$ cat src/rtl/router_slice_arb_pkg.sv
// Shared types and default constants for the router slice output-latch arbiter.
// Contents:
//   arb_state_e     - arbiter FSM state (IDLE, HOLD)
//   DEF_NUM_REQ     - default number of requesters
//   DEF_DATA_W      - default output-latch bank width
//   DEF_HOLD_CYCLES - default number of cycles a granted word is held
package router_slice_arb_pkg;

    typedef enum logic {
        IDLE = 1'b0,
        HOLD = 1'b1
    } arb_state_e;

    localparam int DEF_NUM_REQ     = 4;
    localparam int DEF_DATA_W      = 4;
    localparam int DEF_HOLD_CYCLES = 2;

endpackage

$ cat src/rtl/rr_priority_pick.sv
// Combinational round-robin picker.
// Ports:
//   req        in  NUM_REQ  request vector
//   last_grant in  IDX_W    index granted most recently
//   grant      out NUM_REQ  one-hot grant (zero when req is zero)
// The search starts at (last_grant+1) mod NUM_REQ and walks upward with wrap-around.
module rr_priority_pick #(
    parameter int NUM_REQ = 4,
    parameter int IDX_W   = 2
) (
    input  logic [NUM_REQ-1:0] req,
    input  logic [IDX_W-1:0]   last_grant,
    output logic [NUM_REQ-1:0] grant
);

    logic             found;
    logic [IDX_W-1:0] idx;

    always_comb begin
        grant = '0;
        found = 1'b0;
        idx   = '0;
        for (int k = 1; k <= NUM_REQ; k++) begin
            idx = IDX_W'((int'(last_grant) + k) % NUM_REQ);
            if (!found && req[idx]) begin
                grant[idx] = 1'b1;
                found      = 1'b1;
            end
        end
    end

endmodule

$ cat src/rtl/router_slice_olck_arbiter.sv
// Round-robin arbiter feeding a shared output-latch (ff_OLCK) register bank.
// A winner's word is latched and held for HOLD_CYCLES cycles, followed by at
// least one IDLE cycle before the next grant.
// Ports:
//   clk        in  1               clock
//   reset      in  1               synchronous active-high reset
//   req_valid  in  NUM_REQ         per-requester valid
//   req_data   in  NUM_REQ*DATA_W  per-requester word, requester i at [i*DATA_W +: DATA_W]
//   req_ready  out NUM_REQ         one-hot grant, only in IDLE
//   flush      in  1               abort current hold / suppress grant
//   olck_d     out DATA_W          word driven to the latch bank
//   olck_valid out 1               olck_d carries a granted word
//   olck_owner out IDX_W           requester owning olck_d
//   busy       out 1               FSM not in IDLE
//
// state | meaning
// IDLE  | waiting for a request; req_ready may be asserted combinationally
// HOLD  | granted word held on the bank while hold_cnt counts down to 0
module router_slice_olck_arbiter
    import router_slice_arb_pkg::*;
#(
    parameter int NUM_REQ     = DEF_NUM_REQ,
    parameter int DATA_W      = DEF_DATA_W,
    parameter int HOLD_CYCLES = DEF_HOLD_CYCLES
) (
    input  logic                                          clk,
    input  logic                                          reset,
    input  logic [NUM_REQ-1:0]                            req_valid,
    input  logic [NUM_REQ*DATA_W-1:0]                     req_data,
    output logic [NUM_REQ-1:0]                            req_ready,
    input  logic                                          flush,
    output logic [DATA_W-1:0]                             olck_d,
    output logic                                          olck_valid,
    output logic [((NUM_REQ > 1) ? $clog2(NUM_REQ) : 1)-1:0] olck_owner,
    output logic                                          busy
);

    localparam int IDX_W = (NUM_REQ > 1) ? $clog2(NUM_REQ) : 1;
    localparam int CNT_W = 4;

    arb_state_e         state;
    logic [CNT_W-1:0]   hold_cnt;
    logic [IDX_W-1:0]   last_grant;
    logic [NUM_REQ-1:0] grant;
    logic [IDX_W-1:0]   winner;
    logic [DATA_W-1:0]  win_data;
    logic               transfer;

    rr_priority_pick #(
        .NUM_REQ (NUM_REQ),
        .IDX_W   (IDX_W)
    ) u_pick (
        .req        (req_valid),
        .last_grant (last_grant),
        .grant      (grant)
    );

    always_comb begin
        winner   = '0;
        win_data = '0;
        for (int i = 0; i < NUM_REQ; i++) begin
            if (grant[i]) begin
                winner   = IDX_W'(i);
                win_data = req_data[i*DATA_W +: DATA_W];
            end
        end
    end

    // Grant only in IDLE; reset and flush both mask it in the same cycle.
    assign req_ready = (state == IDLE && !reset && !flush) ? grant : '0;
    assign transfer  = |(req_valid & req_ready);
    assign busy      = (state == HOLD);

    always_ff @(posedge clk) begin
        if (reset) begin
            state      <= IDLE;
            olck_valid <= 1'b0;
            olck_d     <= '0;
            olck_owner <= '0;
            hold_cnt   <= '0;
            last_grant <= IDX_W'(NUM_REQ - 1);
        end else begin
            case (state)
                IDLE: begin
                    if (transfer) begin
                        olck_d     <= win_data;
                        olck_owner <= winner;
                        olck_valid <= 1'b1;
                        hold_cnt   <= CNT_W'(HOLD_CYCLES - 1);
                        last_grant <= winner;
                        state      <= HOLD;
                    end
                end
                HOLD: begin
                    if (flush || hold_cnt == '0) begin
                        state      <= IDLE;
                        olck_valid <= 1'b0;
                        hold_cnt   <= '0;
                    end else begin
                        hold_cnt <= hold_cnt - CNT_W'(1);
                    end
                end
                default: state <= IDLE;
            endcase
        end
    end

endmodule

$ cat config.mk
export PLATFORM = sky130hd
export DESIGN_NAME = router_slice_olck_arbiter
export DESIGN_NICKNAME = d
export VERILOG_FILES = /design/src/rtl/router_slice_arb_pkg.sv /design/src/rtl/rr_priority_pick.sv /design/src/rtl/router_slice_olck_arbiter.sv
export SDC_FILE = /design/constraint.sdc
export NUM_CORES = 1
export LEC_CHECK = 0
export CAP_MARGIN = 30
export CORE_MARGIN = 1
export CORE_UTILIZATION = 55
export DETAILED_ROUTE_END_ITERATION = 7
export DONT_BUFFER_PORTS = 1
export PLACE_DENSITY = 0.7
export SKIP_CTS_REPAIR_TIMING = 1
export SLEW_MARGIN = 5
export SYNTH_ARGS = -nofsm -noshare
export SYNTH_HDL_FRONTEND = slang
export SYNTH_SLANG_ARGS = --single-unit
export TNS_END_PERCENT = 50
$ cat constraint.sdc
create_clock -name clk -period 2.75 [get_ports clk]
set_input_delay 0.275 -clock clk [delete_from_list [all_inputs] [get_ports clk]]
set_output_delay 0.275 -clock clk [all_outputs]
set_load 0.01 [all_outputs]
; ---- Word level (Yosys, flattened, before mapping)
; Index checks and enable logic that the tools add are counted.
[classes]
n_mux = 40
add_sub_neg = 5
n_bitwise = 5
n_reduce_logical = 19
n_lt_le_gt_ge = 8
n_eq_ne = 2
[ops]
columns = op, n
row1 = 2-to-1 mux 4 bit, 11
row2 = 2-to-1 mux 1 bit, 16
row3 = "< comparator 2 x 3 -> 1 bit, second input constant", 4
row4 = OR 4 bit, 3
row5 = logical AND 1 bit, 9
row6 = binary-select mux 1 bit (select 2 bit), 4
row7 = demux 1 bit (select 2 bit), 4
row8 = "greater-or-equal comparator 2 x 1 -> 1 bit, second input constant", 4
row9 = case mux 4 bit (2 select lines), 1
row10 = logical NOT 1 bit, 5
row11 = "adder 2 x 1 -> 2 bit, second input constant", 2
row12 = "adder 2 bit, second input constant", 2
row13 = bitwise AND 4 bit, 1
row14 = logical NOT 4 bit, 1
row15 = 2-to-1 mux 2 bit, 2
row16 = case mux 1 bit (2 select lines), 2
row17 = AND reduction 2 bit, 2
row18 = OR reduction 4 bit, 1
row19 = "subtractor 4 x 1 -> 4 bit, second input constant", 1
row20 = "inequality test 2 x 1 -> 1 bit, second input constant", 1
row21 = "inequality test 2 bit, second input constant", 1
row22 = logical OR 1 bit, 1
row23 = inverter 1 bit, 1
[word_totals]
reg_bits = 14
out_inout_bits = 12
wordCells = 85
input_bits = 23

; ---- Longest topological paths before layout
[logic_depth]
ltp_word = 18
depth_mapped = 11
ltp_nobuf = 9

; ---- Cells and area by module
; Synthesis repeated with hierarchy kept, for this count alone.
[hier_totals]
cells_unflattened = 145
hier_area_um2 = 1248.7
[modules_own_cells]
columns = mod, area_per_inst_um2, cells_each, instances, seq_area_each_um2
row1 = router_slice_olck_arbiter, 890.9, 107, 1, 280.3
row2 = rr_priority_pick, 357.8, 38, 1, 0.0

; ---- Worst setup path after synthesis
; Ideal clock, no wire load.
[synth_path]
path_type = register -> register
start = reg last_grant[1]
end = reg olck_d[0]
synth_period_minus_slack_ps = 2963
setup_time_ps = 133
arrival_time_ps = 2830
path_buffers = 2
setup_slack_ps = -213
required_ps = 2617
path_stages_with_launch = 11
path_cell_list = dfxtp_1 clkbuf_1 inv_1 ha_1 mux4_2 or2_1 o211a_1 clkbuf_1 a221o_1 a22oi_1 a211oi_1
[synth_via]
elab_chain_cells = 17
word_cells_on_any_way = 56
classes_between = add/sub: 4 / order compare: 8 / mux: 28 / bitwise: 4 / reduce/logical: 12
[synth_rtl]
columns = element, line_no
row1 = "start, declared", router_slice_olck_arbiter.sv:43  ; logic [IDX_W-1:0] last_grant;
row2 = "start signal, assigned", router_slice_olck_arbiter.sv:81  ; last_grant <= IDX_W'(NUM_REQ - 1);
row3 = "start signal, assigned", router_slice_olck_arbiter.sv:90  ; last_grant <= winner;
row4 = branches (longest 12 deep; another with < comparator 2 x 3 -> 1 bit), --
row5 = 2-to-1 mux 4 bit *, rr_priority_pick.sv:25  ; if (!found && req[idx]) begin
row6 = "2-to-1 mux 4 bit, on equally long branches", "router_slice_olck_arbiter.sv:70, router_slice_olck_arbiter.sv:62"
row7 = bitwise AND 4 bit / 2-to-1 mux 4 bit (equally long branches), "router_slice_olck_arbiter.sv:71, router_slice_olck_arbiter.sv:62"
row8 = OR reduction 4 bit / 2-to-1 mux 4 bit (equally long branches), "router_slice_olck_arbiter.sv:71, router_slice_olck_arbiter.sv:62"
row9 = AND reduction 2 bit (no source line) / 2-to-1 mux 4 bit (equally long branches), --
row10 = "end signal, assigned", router_slice_olck_arbiter.sv:86  ; olck_d <= win_data;
row11 = "end, declared", router_slice_olck_arbiter.sv:32  ; output logic [DATA_W-1:0] olck_d,
; Mark *: on every way between the ends. The select of a mux whose other input is x is not followed.
; A chain may end at the register's enable or synchronous reset.

; ---- Final worst setup path
[layout_path]
start = reg last_grant[1]
end = reg olck_d[1]
; The elaborated chain is that of the path after synthesis.

==> results.md <==
Run status:
- The flow ran to the end, and the final reports show no timing, DRC or antenna violations.

Final layout:
- The number of fill cells in the layout is 149.
- The antenna cell count is 0.
- The post-synthesis to final-layout area growth is 26.9%.
- Across the whole layout, storage elements account for 283 sq um.
- The area of the multi-input gates is 913 sq um.
- The final core utilization is 0.746.
- The number of nets in the layout is 186.
- The share of final-layout standard cells stronger than drive strength 1 is 0.346.

CTS:
- The buffer type at the clock tree root is sky130_fd_sc_hd__clkbuf_4.
- The number of buffers on the longest clock path is 2.
- The clock network latency to the later pin of the worst-skew pair is 0.29 ns.
- The clock sink count is 14.
- In this run the number of H-tree levels came out at 1.
- The clock transition time at the flip-flop clock pins of the worst setup and hold paths is 0.09 ns.
- The total clock buffers created by CTS is 3.
- The CTS tree is done.

Global routing:
- The wire length of the first global-routing pass is 3.54 mm.
- Entering global routing, the biggest net connects 16 pins.
- The initial antenna violation count was 0.
- The total global-route track usage is 0.225.
- The number of global-route vias before repair came to 825.
- The overflow left after global routing is 0.

Yosys:
- For this run, the leading register cell type out of synthesis is sky130_fd_sc_hd__dfxtp_1.
- Counting distinct cell types in the post-synthesis netlist gives 34.
- The fraction of the mapped netlist area in compound gates is 0.235.
- The count of mapped cells out of synthesis is 133.
- Of the post-synthesis cell area, the part taken by muxes is 0.0955.
- The synthesized design contains 0 enable-type register cells.
- The average cell area after synthesis is 8.66 sq um.
- The post-synthesis cell area is 0.00115 sq mm.
- Of the total synthesized cell area, the portion taken by XOR and XNOR cells is 0.
- The post-synthesis adder-cell area fraction is 0.0977.
- By area, the combinational part of the netlist is dominated by simple AND/OR/NAND/NOR gates.
- The yosys synthesis warning count is 0.
- The part of the Yosys area used for sequential elements is 0.243.
- The async set-reset flop share out of synthesis is 0.
- The fraction of the mapped netlist area in simple logic gates is 0.279.
- The post-synthesis net count is 165.
- In this run, synthesis produced a sequential element count of 14.

Routing:
- The count of TritonRoute iterations in the first routing pass is 4.
- Once detail routing completed, the nets flagged for antenna violations numbered 0.
- The ratio of routed vias to standard cells is 6.04.
- The routed length per instance is 16.1 microns.
- The number of violations reported at the end of detailed-routing iteration 0 is 31.
- The final layout contains routed wiring with a total length of 2.90 mm.
- The via count of the routed design is 1087.
- In the routed design, unresolved DRC markers number 0.

Floorplanning:
- The standard-cell row count is 16.
- The height of the die is 47.8 microns.
- After floorplanning, the core was sized to cover 0.00196 sq mm.
- The floorplan step set the die width to 47.8 microns.
- The number of I/O pins is 35.
- The initial cell density of the core is 0.587.
- The full die area is 0.00228 sq mm.

Pwr:
- The worst-case IR drop observed on VDD is 0.000376 V.
- The register share of total power is 0.287.
- The leakage dissipation is 0.586 nW.
- Dividing total power by cell area gives a power density of 590 mW/mm^2.
- The overall power of the completed layout is 863 uW.
- Of the total power, the share spent switching nets is 0.375.
- The part of the power in the clock network is 0.173.
- Of the total power, combinational logic draws 0.541.
- The internal power summed over all cells is 539 uW.
- The switching power of the nets is 324 uW.

Worst setup path:
- The worst register-to-register path ends at olck_d[1]$_SDFFE_PP0P_.
- The required arrival time at the worst endpoint is 2.91 ns.
- The data arrival time of the critical path is 2.86 ns.
- Across all register-to-register paths, the minimum setup slack is 0.05 ns.
- The type of the worst setup path is reg2reg.
- Of all nets on the critical path, the largest fanout is 7.
- In this run the critical register-to-register path is launched from last_grant[1]$_SDFFE_PP1P_.
- The worst register-to-register path has a depth of 9.
- The capturing element type of the critical path is a register.
- The nature of the critical path startpoint is a register.

Hold path:
- Along the worst hold path, the cell count comes to 1.
- The path with the worst hold slack has its endpoint at hold_cnt[3]$_SDFFE_PP0P_.
- The path category of the worst min-delay check is in2reg.
- In this run the most critical hold path is launched from reset.

STA:
- The maximum achievable frequency is 371 MHz.
- Setup repair after global routing could not meet its margin everywhere.
- The final critical path time including I/O delays and setup is 2.70 ns.
- The final hold violation count is 0.
- The worst relative slew slack is 0.601.
- The number of setup violations in the final report is 0.
- On the final layout, the worst clock skew is 0.00703 ns.
- The final-layout setup total negative slack is 0 ns.
- The period utilization is 0.981.
- The max-slew violation count is 0.
- The worst-margin pin slew is 0.597 ns.

Run:
- The tool flagged a number of max-cap violations equal to 0.

Placement:
- The final HPWL from detailed placement is 1.99 mm.
- Routability-driven placement finished with a final weighted congestion of 0.845.
- The total of buffers placed on input and output ports is 0.
worst max-delay path by stage:
stage / start / end / slack, ns / cells after the start
after floorplan: last_grant[0]$_SDFFE_PP1P_ / olck_d[0]$_SDFFE_PP0P_ / 0.005 / 10
after global placement: last_grant[0]$_SDFFE_PP1P_ / hold_cnt[3]$_SDFFE_PP0P_ / -0.009 / 10
after detailed placement: last_grant[0]$_SDFFE_PP1P_ / hold_cnt[2]$_SDFFE_PP0P_ / -0.09 / 10
after CTS: last_grant[0]$_SDFFE_PP1P_ / req_ready[2] / -0.16 / 7
after global routing: last_grant[0]$_SDFFE_PP1P_ / hold_cnt[2]$_SDFFE_PP0P_ / -0.06 / 9
final: last_grant[1]$_SDFFE_PP1P_ / olck_d[1]$_SDFFE_PP0P_ / 0.05 / 9
cells in the final DEF, fill, tap and decap left out, types with 2 or more instances in the layout:
master / netlist / layout
sky130_fd_sc_hd__a211oi_1: 4 / 3
sky130_fd_sc_hd__a221o_1: 4 / 4
sky130_fd_sc_hd__o211ai_1: 2 / 2
sky130_fd_sc_hd__nor2_1: 17 / 16
sky130_fd_sc_hd__buf_4: 0 / 21
sky130_fd_sc_hd__o21ai_0: 5 / 2
sky130_fd_sc_hd__or2_4: 0 / 3
sky130_fd_sc_hd__clkbuf_4: 0 / 3
sky130_fd_sc_hd__mux4_2: 4 / 4
sky130_fd_sc_hd__dfxtp_2: 0 / 2
sky130_fd_sc_hd__o21bai_1: 2 / 2
sky130_fd_sc_hd__ha_1: 9 / 8
sky130_fd_sc_hd__a311oi_2: 0 / 2
sky130_fd_sc_hd__nor3_1: 3 / 3
sky130_fd_sc_hd__o21ai_1: 0 / 2
sky130_fd_sc_hd__mux2i_1: 2 / 2
sky130_fd_sc_hd__dfxtp_1: 14 / 12
sky130_fd_sc_hd__nor3b_1: 4 / 3
sky130_fd_sc_hd__o2111ai_2: 0 / 2
sky130_fd_sc_hd__inv_1: 5 / 3
sky130_fd_sc_hd__nand2_1: 11 / 11
sky130_fd_sc_hd__a22oi_1: 4 / 4
sky130_fd_sc_hd__nand2b_1: 10 / 10
sky130_fd_sc_hd__inv_2: 0 / 2
sky130_fd_sc_hd__a21oi_1: 3 / 3
sky130_fd_sc_hd__nor2b_1: 5 / 4
through the flow:
step | area [sq um] | std cells | worst slack (ns) | hold WS [ns]
final | 1460 | 180 | 0.0533 | 0.0440
after global placement | 1240 | 166 | -0.00911 | 0.349
after detailed placement | 1240 | 166 | -0.0865 | 0.351
after CTS | 1280 | 170 | -0.157 | 0.0338
after floorplan | 1170 | 133 | 0.00459 | 0.347
after global routing | 1460 | 180 | -0.0629 | 0.0285
synthesized netlist by cell type, types with 3 or more instances:
cell / instances / area [sq um]
sky130_fd_sc_hd__or2_1: 3 / 18.8
sky130_fd_sc_hd__nand2_1: 11 / 41.3
sky130_fd_sc_hd__a21oi_1: 3 / 15.0
sky130_fd_sc_hd__ha_1: 9 / 113
sky130_fd_sc_hd__a22oi_1: 4 / 30.0
sky130_fd_sc_hd__dfxtp_1: 14 / 280
sky130_fd_sc_hd__nor2b_1: 5 / 31.3
sky130_fd_sc_hd__a221o_1: 4 / 40.0
sky130_fd_sc_hd__nor3_1: 3 / 15.0
sky130_fd_sc_hd__nand2b_1: 10 / 62.6
sky130_fd_sc_hd__clkbuf_1: 3 / 11.3
sky130_fd_sc_hd__mux4_2: 4 / 90.1
sky130_fd_sc_hd__o21ai_0: 5 / 25.0
sky130_fd_sc_hd__a211oi_1: 4 / 30.0
sky130_fd_sc_hd__inv_1: 5 / 18.8
sky130_fd_sc_hd__nor2_1: 17 / 63.8
sky130_fd_sc_hd__nor3b_1: 4 / 30.0
critical path: stages, from the launching register on:
cell,delay (ns)
sky130_fd_sc_hd__dfxtp_2,0.34
sky130_fd_sc_hd__inv_2,0.05
sky130_fd_sc_hd__ha_4,0.27
sky130_fd_sc_hd__mux4_2,0.58
sky130_fd_sc_hd__or2_4,0.29
sky130_fd_sc_hd__o211a_4,0.28
sky130_fd_sc_hd__buf_4,0.15
sky130_fd_sc_hd__a221o_1,0.26
sky130_fd_sc_hd__a22oi_1,0.23
sky130_fd_sc_hd__a211oi_2,0.11
state kept, by name, indices dropped and copies added (netlist names):
register / cells
hold_cnt: 4
olck_owner: 2
busy: 1
olck_valid: 1
last_grant: 2
olck_d: 4
cells by family (layout without fill, tap and decap cells):
| kind of cell | Yosys count | after routing |
|---|---|---|
| buffers and inverters | 11 | 31 |
| and+or+nand+nor | 58 | 58 |
| adders and majority gates | 9 | 9 |
| muxes | 6 | 6 |
| DFF | 14 | 14 |
| AOI/OAI and AO/OA | 35 | 35 |
cell type report:
| cell class | instances | area share |
|---|---|---|
| Timing Repair Buffer | 22 | 0.121 |
| Multi-Input combinational cell | 108 | 0.624 |
| Sequential cell | 14 | 0.193 |
| Tap cell | 27 | 0.0231 |
| Clock buffer | 4 | 0.0248 |
| Inverter | 5 | 0.0128 |
power groups by stage:
stage	combinational, mW	clock (mW)	sequential [mW]
floorplan	0.274	0	0.250
CTS	0.348	0.154	0.246
detailed placement	0.346	0	0.251
global placement	0.335	0	0.251
global route	0.503	0.163	0.251
finish	0.467	0.149	0.247
metal layers:
metal,up-vias,GRT usage,wire (microns)
li1,533,-,-
met1,515,0.295,1300
met2,39,0.373,1440
met3,0,0.0566,161
met4,0,0.0500,0
met5,-,0,0
Note: power is estimated with default switching activity, not from simulation.
